### config.mk
export PLATFORM = sky130hd
export DESIGN_NAME = crtc_regs
export DESIGN_NICKNAME = d
export VERILOG_FILES = /design/src/rtl/crtc_pkg.sv /design/src/rtl/crtc_edge_det.sv /design/src/rtl/crtc_regs.sv
export SDC_FILE = /design/constraint.sdc
export NUM_CORES = 1
export LEC_CHECK = 0
export ABC_AREA = 1
export CAP_MARGIN = 15
export CORE_UTILIZATION = 50
export CTS_BUF_LIST = sky130_fd_sc_hd__clkbuf_8
export DETAILED_ROUTE_END_ITERATION = 8
export HOLD_SLACK_MARGIN = 0.1
export PLACE_DENSITY = 0.69
export SYNTH_ARGS = -nofsm -noshare
export SYNTH_HDL_FRONTEND = slang
export SYNTH_SLANG_ARGS = --single-unit
### constraint.sdc
create_clock -name clk_i -period 2.6 [get_ports clk_i]
set_input_delay 0.65 -clock clk_i [delete_from_list [all_inputs] [get_ports clk_i]]
set_output_delay 0.65 -clock clk_i [all_outputs]
set_load 0.01 [all_outputs]
### src/rtl/crtc_pkg.sv
// CRTC register file shared definitions: register indices,
// field widths and the power-on register table.
package crtc_pkg;

  localparam int NREGS = 16;

  localparam logic [4:0] R0_H_TOTAL     = 5'd0;
  localparam logic [4:0] R1_H_DISPLAYED = 5'd1;
  localparam logic [4:0] R2_H_SYNC_POS  = 5'd2;
  localparam logic [4:0] R3_SYNC_WIDTH  = 5'd3;
  localparam logic [4:0] R4_V_TOTAL     = 5'd4;
  localparam logic [4:0] R5_V_ADJUST    = 5'd5;
  localparam logic [4:0] R6_V_DISPLAYED = 5'd6;
  localparam logic [4:0] R7_V_SYNC_POS  = 5'd7;
  localparam logic [4:0] R9_SCAN_LINE   = 5'd9;
  localparam logic [4:0] R12_START_HI   = 5'd12;
  localparam logic [4:0] R13_START_LO   = 5'd13;
  localparam logic [4:0] R14_CURSOR_HI  = 5'd14;
  localparam logic [4:0] R15_CURSOR_LO  = 5'd15;

  localparam int H_W    = 8;
  localparam int SW_W   = 4;
  localparam int V_W    = 7;
  localparam int ADJ_W  = 5;
  localparam int SCAN_W = 5;
  localparam int ADDR_W = 14;

  function automatic logic [7:0] reset_val(input logic [3:0] idx);
    logic [7:0] v;
    v = 8'h00;
    case (idx)
      4'd0:    v = 8'd63;
      4'd1:    v = 8'd40;
      4'd2:    v = 8'd48;
      4'd3:    v = 8'h15;
      4'd4:    v = 8'd32;
      4'd6:    v = 8'd25;
      4'd7:    v = 8'd28;
      4'd9:    v = 8'd7;
      4'd12:   v = 8'h10;
      default: v = 8'h00;
    endcase
    return v;
  endfunction

  function automatic logic reg_exists(input logic [4:0] idx);
    return (idx <= 5'd15) && (idx != 5'd8) &&
           (idx != 5'd10) && (idx != 5'd11);
  endfunction

endpackage

### src/rtl/crtc_edge_det.sv
// Rising-edge detector against a registered copy of the input.
module crtc_edge_det (
  input  logic clk_i,
  input  logic reset_ni,
  input  logic sig_i,
  output logic rise_o
);

  logic sig_q, sig_d;

  always_comb sig_d = sig_i;

  always_ff @(posedge clk_i or negedge reset_ni) begin
    if (!reset_ni) sig_q <= 1'b0;
    else           sig_q <= sig_d;
  end

  assign rise_o = sig_i & ~sig_q;

endmodule

### src/rtl/crtc_regs.sv
// CRTC CPU-visible register file with staging registers that
// commit to the timing outputs at each vertical sync.
module crtc_regs
  import crtc_pkg::*;
#(
  parameter bit IMMEDIATE = 1'b0
) (
  input  logic              clk_i,
  input  logic              reset_ni,
  input  logic              cs_i,
  input  logic              rs_i,
  input  logic              we_i,
  input  logic              rd_i,
  input  logic [7:0]        data_i,
  output logic [7:0]        data_o,
  input  logic              v_sync_i,
  output logic [H_W-1:0]    h_total_o,
  output logic [H_W-1:0]    h_displayed_o,
  output logic [H_W-1:0]    h_sync_pos_o,
  output logic [SW_W-1:0]   h_sync_width_o,
  output logic [SW_W-1:0]   v_sync_width_o,
  output logic [V_W-1:0]    v_total_o,
  output logic [ADJ_W-1:0]  v_adjust_o,
  output logic [V_W-1:0]    v_displayed_o,
  output logic [V_W-1:0]    v_sync_pos_o,
  output logic [SCAN_W-1:0] scan_line_o,
  output logic [ADDR_W-1:0] display_start_o,
  output logic [ADDR_W-1:0] cursor_o,
  output logic              pending_o
);

  logic [4:0] idx_q, idx_d;
  logic [7:0] data_q, data_d;
  logic [7:0] stg_q [NREGS];
  logic [7:0] stg_d [NREGS];
  logic [7:0] com [NREGS];
  logic       rise;
  logic       dwr;
  logic       changed;

  crtc_edge_det u_vs_edge (
    .clk_i    (clk_i),
    .reset_ni (reset_ni),
    .sig_i    (v_sync_i),
    .rise_o   (rise)
  );

  always_comb begin
    idx_d   = idx_q;
    stg_d   = stg_q;
    data_d  = data_q;
    dwr     = 1'b0;
    changed = 1'b0;
    if (cs_i && we_i && !rs_i) idx_d = data_i[4:0];
    if (cs_i && we_i && rs_i && reg_exists(idx_q)) begin
      dwr = 1'b1;
      changed = (stg_q[idx_q[3:0]] != data_i);
      stg_d[idx_q[3:0]] = data_i;
    end
    // a simultaneous write wins; the read is dropped
    if (cs_i && rd_i && !we_i) begin
      if (!rs_i)                        data_d = 8'h00;
      else if (idx_q == R14_CURSOR_HI) data_d = com[14];
      else if (idx_q == R15_CURSOR_LO) data_d = com[15];
      else                              data_d = 8'h00;
    end
  end

  always_ff @(posedge clk_i or negedge reset_ni) begin
    if (!reset_ni) begin
      idx_q  <= 5'd0;
      data_q <= 8'h00;
      for (int i = 0; i < NREGS; i++)
        stg_q[i] <= reset_val(4'(i));
    end else begin
      idx_q  <= idx_d;
      data_q <= data_d;
      for (int i = 0; i < NREGS; i++)
        stg_q[i] <= stg_d[i];
    end
  end

  if (IMMEDIATE) begin : g_imm
    assign com       = stg_q;
    assign pending_o = 1'b0;
    logic unused_imm;
    assign unused_imm = rise ^ dwr ^ changed;
  end else begin : g_stage
    logic [7:0] com_q [NREGS];
    logic [7:0] com_d [NREGS];
    logic       pend_q, pend_d;

    // staging is forwarded so a write on the boundary clk commits too
    always_comb begin
      com_d  = com_q;
      pend_d = pend_q;
      if (changed) pend_d = 1'b1;
      if (rise) begin
        com_d  = stg_d;
        pend_d = 1'b0;
      end
    end

    always_ff @(posedge clk_i or negedge reset_ni) begin
      if (!reset_ni) begin
        pend_q <= 1'b0;
        for (int i = 0; i < NREGS; i++)
          com_q[i] <= reset_val(4'(i));
      end else begin
        pend_q <= pend_d;
        for (int i = 0; i < NREGS; i++)
          com_q[i] <= com_d[i];
      end
    end

    assign com       = com_q;
    assign pending_o = pend_q;
    logic unused_stg;
    assign unused_stg = dwr;
  end

  assign data_o          = data_q;
  assign h_total_o       = com[0];
  assign h_displayed_o   = com[1];
  assign h_sync_pos_o    = com[2];
  assign h_sync_width_o  = com[3][3:0];
  assign v_sync_width_o  = com[3][7:4];
  assign v_total_o       = com[4][6:0];
  assign v_adjust_o      = com[5][4:0];
  assign v_displayed_o   = com[6][6:0];
  assign v_sync_pos_o    = com[7][6:0];
  assign scan_line_o     = com[9][4:0];
  assign display_start_o = {com[12][5:0], com[13]};
  assign cursor_o        = {com[14][5:0], com[15]};

  logic unused_bits;
  assign unused_bits = ^{com[4][7], com[5][7:5], com[6][7],
                         com[7][7], com[8], com[9][7:5],
                         com[10], com[11], com[12][7:6]};

endmodule
==> impl_metrics.toml, run 1 <==
[run_status]
status = "completed"

[route]
drt_iter0_drc = 603
avgRoutedWirePerCell_um = 16.5
antenna_left = 0
drt-total-wl_um = 25500
vias = 7865
via_per_inst = 5.10
drcViolationCount = 0
dr.pass1.iters = 5

[floorplanning]
die_h_um = 149
rows = 53
core_area_um2 = 21000
io-pin-count = 115
initial_core_util_pct = 51.1
fp.dieW_um = 149
die-area_um2 = 22100

[synthesis]
synthCells = 1181
synth.avg_cell_area_um2 = 9.10
yosys.area_share.simple_pct = 18.5
async_flop_share_pct = 100
synth_area_leaders = "dfrtp_1 44%, nand2_1 16%, dfstp_2 12%"
yosys_most_used_dff = "dfrtp_1"
synth_top_family_by_area = "simple AND/OR/NAND/NOR gates"
synth_seq_cells = 236
synth_commonest_cells = "455 x nand2_1, 188 x dfrtp_1, 116 x o21ai_0"
yosysUniqueCellTypes = 24
yosysMostFrequentCell = "nand2_1"
yosysTopAreaCell = "dfrtp_1"
yosys-mux-area-fraction_pct = 8.07
synth_enable_flop_cells = 0
synth_fp_nets = 1196
yosys_warnings = 0
synth-xor-area-share_pct = 0
ys_seq_area_share_pct = 55.5
syn_area_um2 = 10700
synth_compound_area_share_pct = 7.23
synth_top_cell_area_share_pct = 43.8
synthAdderAreaFrac_pct = 0

[timing]
min_period_ps = 2340
tns_ps = 0
worst_pin_slew_ps = 563
rsz0062_at_grt = "false"
finalMaxSlewViolations = 0
fmax_mhz = 427
setup_viol = 0
skew_ps = 14.0
final-hold-violation-count = 0
period_share_pct = 90.1
maxSlewHeadroom_pct = 62.5
whs_ps = 93.1

[layout]
layout.nets = 1254
drive_gt1_share_pct = 21.2
n_antenna_cell = 0
syn_to_final_growth_pct = 18.6
final_util_pct = 60.6

[worst_setup_path]
arrival_ps = 2790
critPathLaunchType = "input pin"
cp.required_ps = 3050
r2r_setup_slack_ps = 270
worstPathMaxFanout = 11
endpoint_kind = "flop"
crit_type = "in -> reg"

[clock_network]
post_cts_resized = 0
cts_inserted_buffers = 39
clkTransAtPathRegs_ps = 60
post_cts_buffers = 0
root_buffer = "clkbuf_8"
cts_tree = "done"
clk_latency_ps = 520
cts-hold-fix-buffers = 0
cts_buffer_depth = 3
cts.sinks = 236
h-tree-depth = 2

[min_path]
hold_path_class = "in -> async"

[placement]
hpwl_um = 17600
routabilityCongestion = 0.870
portBuffers = 114

[power_and_ir_drop]
p_leak_uw = 0.00616
ir_worst_vdd_mv = 0.584
p_per_area_nw_per_um2 = 830

[global_routing]
first_global_vias = 8045
gr-usage-met2_pct = 38.7
use_met3_pct = 3.62
grtUsageMet1_pct = 34.4
grt_max_degree = 70
antenna_found_initial = 0
grt.overflow.total = 0
top_usage_layer = "met2"
track_usage_pct = 24.4
grt_first_pass_wirelength_um = 41900

[job]
drv_cap = 0
path summary, 6_finish.rpt:
path                            depth (start not counted)                 start                        endpoint
worst min register to register                          0                  flop                            flop
max in group asynchronous                               2              reset_ni            stg_q[122]$_DFF_PN1_
worst max-delay path                                    9                  rs_i  display_start_o[4]$_DFFE_PN0P_
worst max register to register                         10  idx_q[1]$_DFFE_PN0P_  display_start_o[4]$_DFFE_PN0P_
min in group clk_i                                      0                  flop                            flop
worst min-delay path                                    1              reset_ni     v_sync_pos_o[1]$_DFFE_PN0P_
cell usage in the layout (no fill, tap or decap), drive strengths merged:
cell and count:
inv 43, o21ai 140, mux2 77, o22ai 8, nor3 3, clkdlybuf4s50 113
buf 74, dfstp 48, a21oi 3, dfrtp 188, nand2 457, clkinv 6
clkbuf 56, nand4 1, nand3b 1, nor2 23, nand3 27
per-layer routing:
metal	wire length, µm	share of wire (%)
met1	11600	45
met3	1230	4.8
met5	0	0
met4	591	2.3
met2	12100	47
final cells by class:
cell class | count | area (µm²)
fillers | 1742 | 8280
flip-flops and latches | 236 | 5970
multi-input cells | 740 | 3640
repair buffers | 187 | 1830
clock buffers | 56 | 771
well taps | 275 | 344
inverters | 35 | 131
clock inverters | 14 | 57.6
cells by family after synthesis:
group / count (synthesis)
simple gates: 512
flops: 236
buf+inv: 205
compound gates: 151
mux: 77
per-stage QoR:
| stage | power (µW) | instance area, µm² | setup WS, ps | instances |
|---|---|---|---|---|
| 6_report | 10600 | 12700 | 258 | 1543 |
| 5_1_grt | 11200 | 12700 | 68.8 | 1543 |
| 4_1_cts | 10700 | 12700 | 280 | 1543 |
| 3_5_place_dp | 7280 | 11900 | -234 | 1473 |
| 3_3_place_gp | 7240 | 11900 | -142 | 1473 |
| 2_1_floorplan | 6440 | 10700 | 501 | 1181 |
power by group:
| group | leakage [µW] | switching [µW] | total [µW] | internal (µW) |
|---|---|---|---|---|
| Clock | 0.000472 | 1450 | 3350 | 1900 |
| Combinational | 0.00262 | 1220 | 2400 | 1170 |
| Sequential | 0.00306 | 375 | 4830 | 4450 |
critical path, cell delays in order:
cell and delay (ps):
clkdlybuf4s50_1 560, nand4_1 280, a21oi_4 270, inv_2 60, nor2_4 140, nand2_2 180, buf_4 200, o21ai_1 230
mux2_2 200
No activity file was read; power rests on OpenSTA's default activity.
==> run 2: changes to the inputs <==
ABC_AREA = default   (was 1)
RECOVER_POWER = 25   (was default)
==> impl_metrics.toml, run 2 <==
[run_status]
status = "completed"

[synthesis]
synth_area_leaders = "dfrtp_1 44%, mux2_2 22%, dfstp_2 12%"
async_flop_share_pct = 100
synth_top_cell_area_share_pct = 44.2
yosysUniqueCellTypes = 39
synth_fp_nets = 756
synth_enable_flop_cells = 0
yosys_warnings = 0
synthCells = 741
syn_area_um2 = 10700
yosysMostFrequentCell = "mux2_2"
synth.avg_cell_area_um2 = 14.4
yosys_most_used_dff = "dfrtp_1"
ys_seq_area_share_pct = 56.0
yosysTopAreaCell = "dfrtp_1"
synth_seq_cells = 236
synth_commonest_cells = "212 x mux2_2, 188 x dfrtp_1, 94 x buf_4"

[worst_setup_path]
r2r_setup_slack_ps = 220
r2r_cells = 8
critPathSlowestCell = "or4_1"
critical_path.max_stage_delay_ps = 530
reg2reg_to = "pending_o$_DFFE_PN0P_"
crit_type = "reg -> reg"
crit_family = "multiplexers"
timing.rr.start = "idx_q[0]$_DFFE_PN0P_"
arrival_ps = 2790
critPathLaunchType = "flop"
crit_path_cell_trace = "clkbuf_4 -> mux4_2 -> mux2i_1 -> xor2_1 -> nand2_1 -> or4_1 -> o31ai_1 -> a31oi_1"
cp.required_ps = 3010
endpoint_kind = "flop"
worstPathMaxFanout = 4
crit_buf_inv = 1

[power_and_ir_drop]
ir_worst_vdd_mv = 0.561
p_per_area_nw_per_um2 = 911
power_uw = 11400
p_leak_uw = 0.00569

[floorplanning]
io-pin-count = 115
rows = 53
die-area_um2 = 21900
die_h_um = 148
initial_core_util_pct = 50.8
fp.dieW_um = 148
core_area_um2 = 21000

[layout]
drive_gt1_share_pct = 48.9
syn_to_final_growth_pct = 17.5
final_cells = 1102
layout.nets = 814
final_cell_mix = "212 x mux2_2, 185 x dfrtp_1, 112 x clkdlybuf4s50_1, 48 x clkbuf_8, 48 x dfstp_2"
layout_commonest_cell = "mux2_2"
n_antenna_cell = 0

[timing]
fmax_mhz = 420
worst_pin_slew_ps = 1180
maxSlewHeadroom_pct = 21.3
skew_ps = 31.0
finalMaxSlewViolations = 0
rsz0062_at_grt = "false"
setup_viol = 0
period_share_pct = 91.5
min_period_ps = 2380
whs_ps = 374
final-hold-violation-count = 0

[global_routing]
antenna_found_initial = 0
track_usage_pct = 22.3
first_global_vias = 6543
grt_first_pass_wirelength_um = 37100
grt_max_degree = 61
grt.overflow.total = 0

[route]
avgRoutedWirePerCell_um = 20.8
drt-total-wl_um = 22900
dr.pass1.iters = 4
via_per_inst = 5.35
drt_iter0_drc = 259
drcViolationCount = 0
vias = 5896
antenna_left = 0

[clock_network]
cts.sinks = 236
h-tree-depth = 2
clk_latency_ps = 530
cts_buffer_depth = 3
clkTransAtPathRegs_ps = 60
cts_inserted_buffers = 39
cts_tree = "done"
root_buffer = "clkbuf_8"

[placement]
hpwl_um = 15700
portBuffers = 114
post-place-cells = 1030
routabilityCongestion = 0.815

[min_path]
hold_path_depth = 0
hold_path_class = "reg -> reg"

[job]
drv_cap = 0
## run 2: logic make-up (layout without fill, tap and decap cells)
group,after synthesis,count (layout),synth area share [%]
AO/OA/AOI/OAI,36,36,2.28
flip-flops,236,236,56.0
XOR/XNOR,14,14,1.15
multiplexers,253,253,28.7
AND/OR/NAND/NOR,48,48,2.74
buffers and inverters,154,240,9.11
## run 2: what timing repair did
action                                  in CTS  in global routing
hold endpoints to repair                    53                  0
endpoints found under the setup margin       0                  1
buffers inserted                             0                  2
hold buffers                                 1                  0
gates resized for setup                      0                  3
## run 2: how the worst max path moves through the flow
| stage | startpoint | depth (start not counted) | end | slack, ps |
|---|---|---|---|---|
| 2_1_floorplan | rs_i | 6 | display_start_o[13]$_DFFE_PN0P_ | 260 |
| 3_3_place_gp | cs_i | 7 | h_total_o[6]$_DFFE_PN0P_ | -270 |
| 3_5_place_dp | cs_i | 7 | h_total_o[6]$_DFFE_PN0P_ | -320 |
| 4_1_cts | idx_q[0]$_DFFE_PN0P_ | 8 | pending_o$_DFFE_PN0P_ | 140 |
| 5_1_grt | idx_q[2]$_DFFE_PN0P_ | 7 | pending_o$_DFFE_PN0P_ | 80 |
| 6_report | idx_q[0]$_DFFE_PN0P_ | 8 | pending_o$_DFFE_PN0P_ | 220 |
## run 2: worst register-to-register path, stage by stage (launching register included)
cell and delay, ps:
dfrtp_2 390, clkbuf_4 200, mux4_2 510, mux2i_1 170
xor2_1 150, nand2_1 100, or4_1 530, o31ai_1 90
a31oi_1 110
## run 2: per-stage QoR
step / util [%] / setup slack (ps) / instance area, µm² / setup TNS [ps]
after floorplan: - / 258 / 10700 / 0
after global placement: 56.1 / -272 / 11800 / -18150
after detailed placement: 56.2 / -316 / 11800 / -20700
after CTS: 59.8 / 142 / 12500 / 0
after global routing: 59.7 / 83.5 / 12500 / 0
final: 59.7 / 221 / 12500 / 0
## run 2: power by group
part | switching, µW | internal, µW
logic | 1280 | 1840
clock network | 1400 | 1660
registers | 523 | 4700
total | 3200 | 8200
## run 2: final cells by class
type / count / area, µm²
clock buffers: 48 / 661
clock inverters: 21 / 85.1
fillers: 1672 / 8440
inverters: 1 / 3.75
multi-input cells: 351 / 3730
flip-flops and latches: 236 / 5970
well taps: 275 / 344
repair buffers: 170 / 1730
## run 2: per-layer routing
layer | wire [µm] | vias to the layer above | GRT usage (%)
met4 | 437 | 0 | 7.06
li1 | - | 2632 | -
met2 | 11500 | 151 | 36.5
met5 | 0 | - | 0
met3 | 943 | 37 | 3.77
met1 | 10000 | 3076 | 30.5
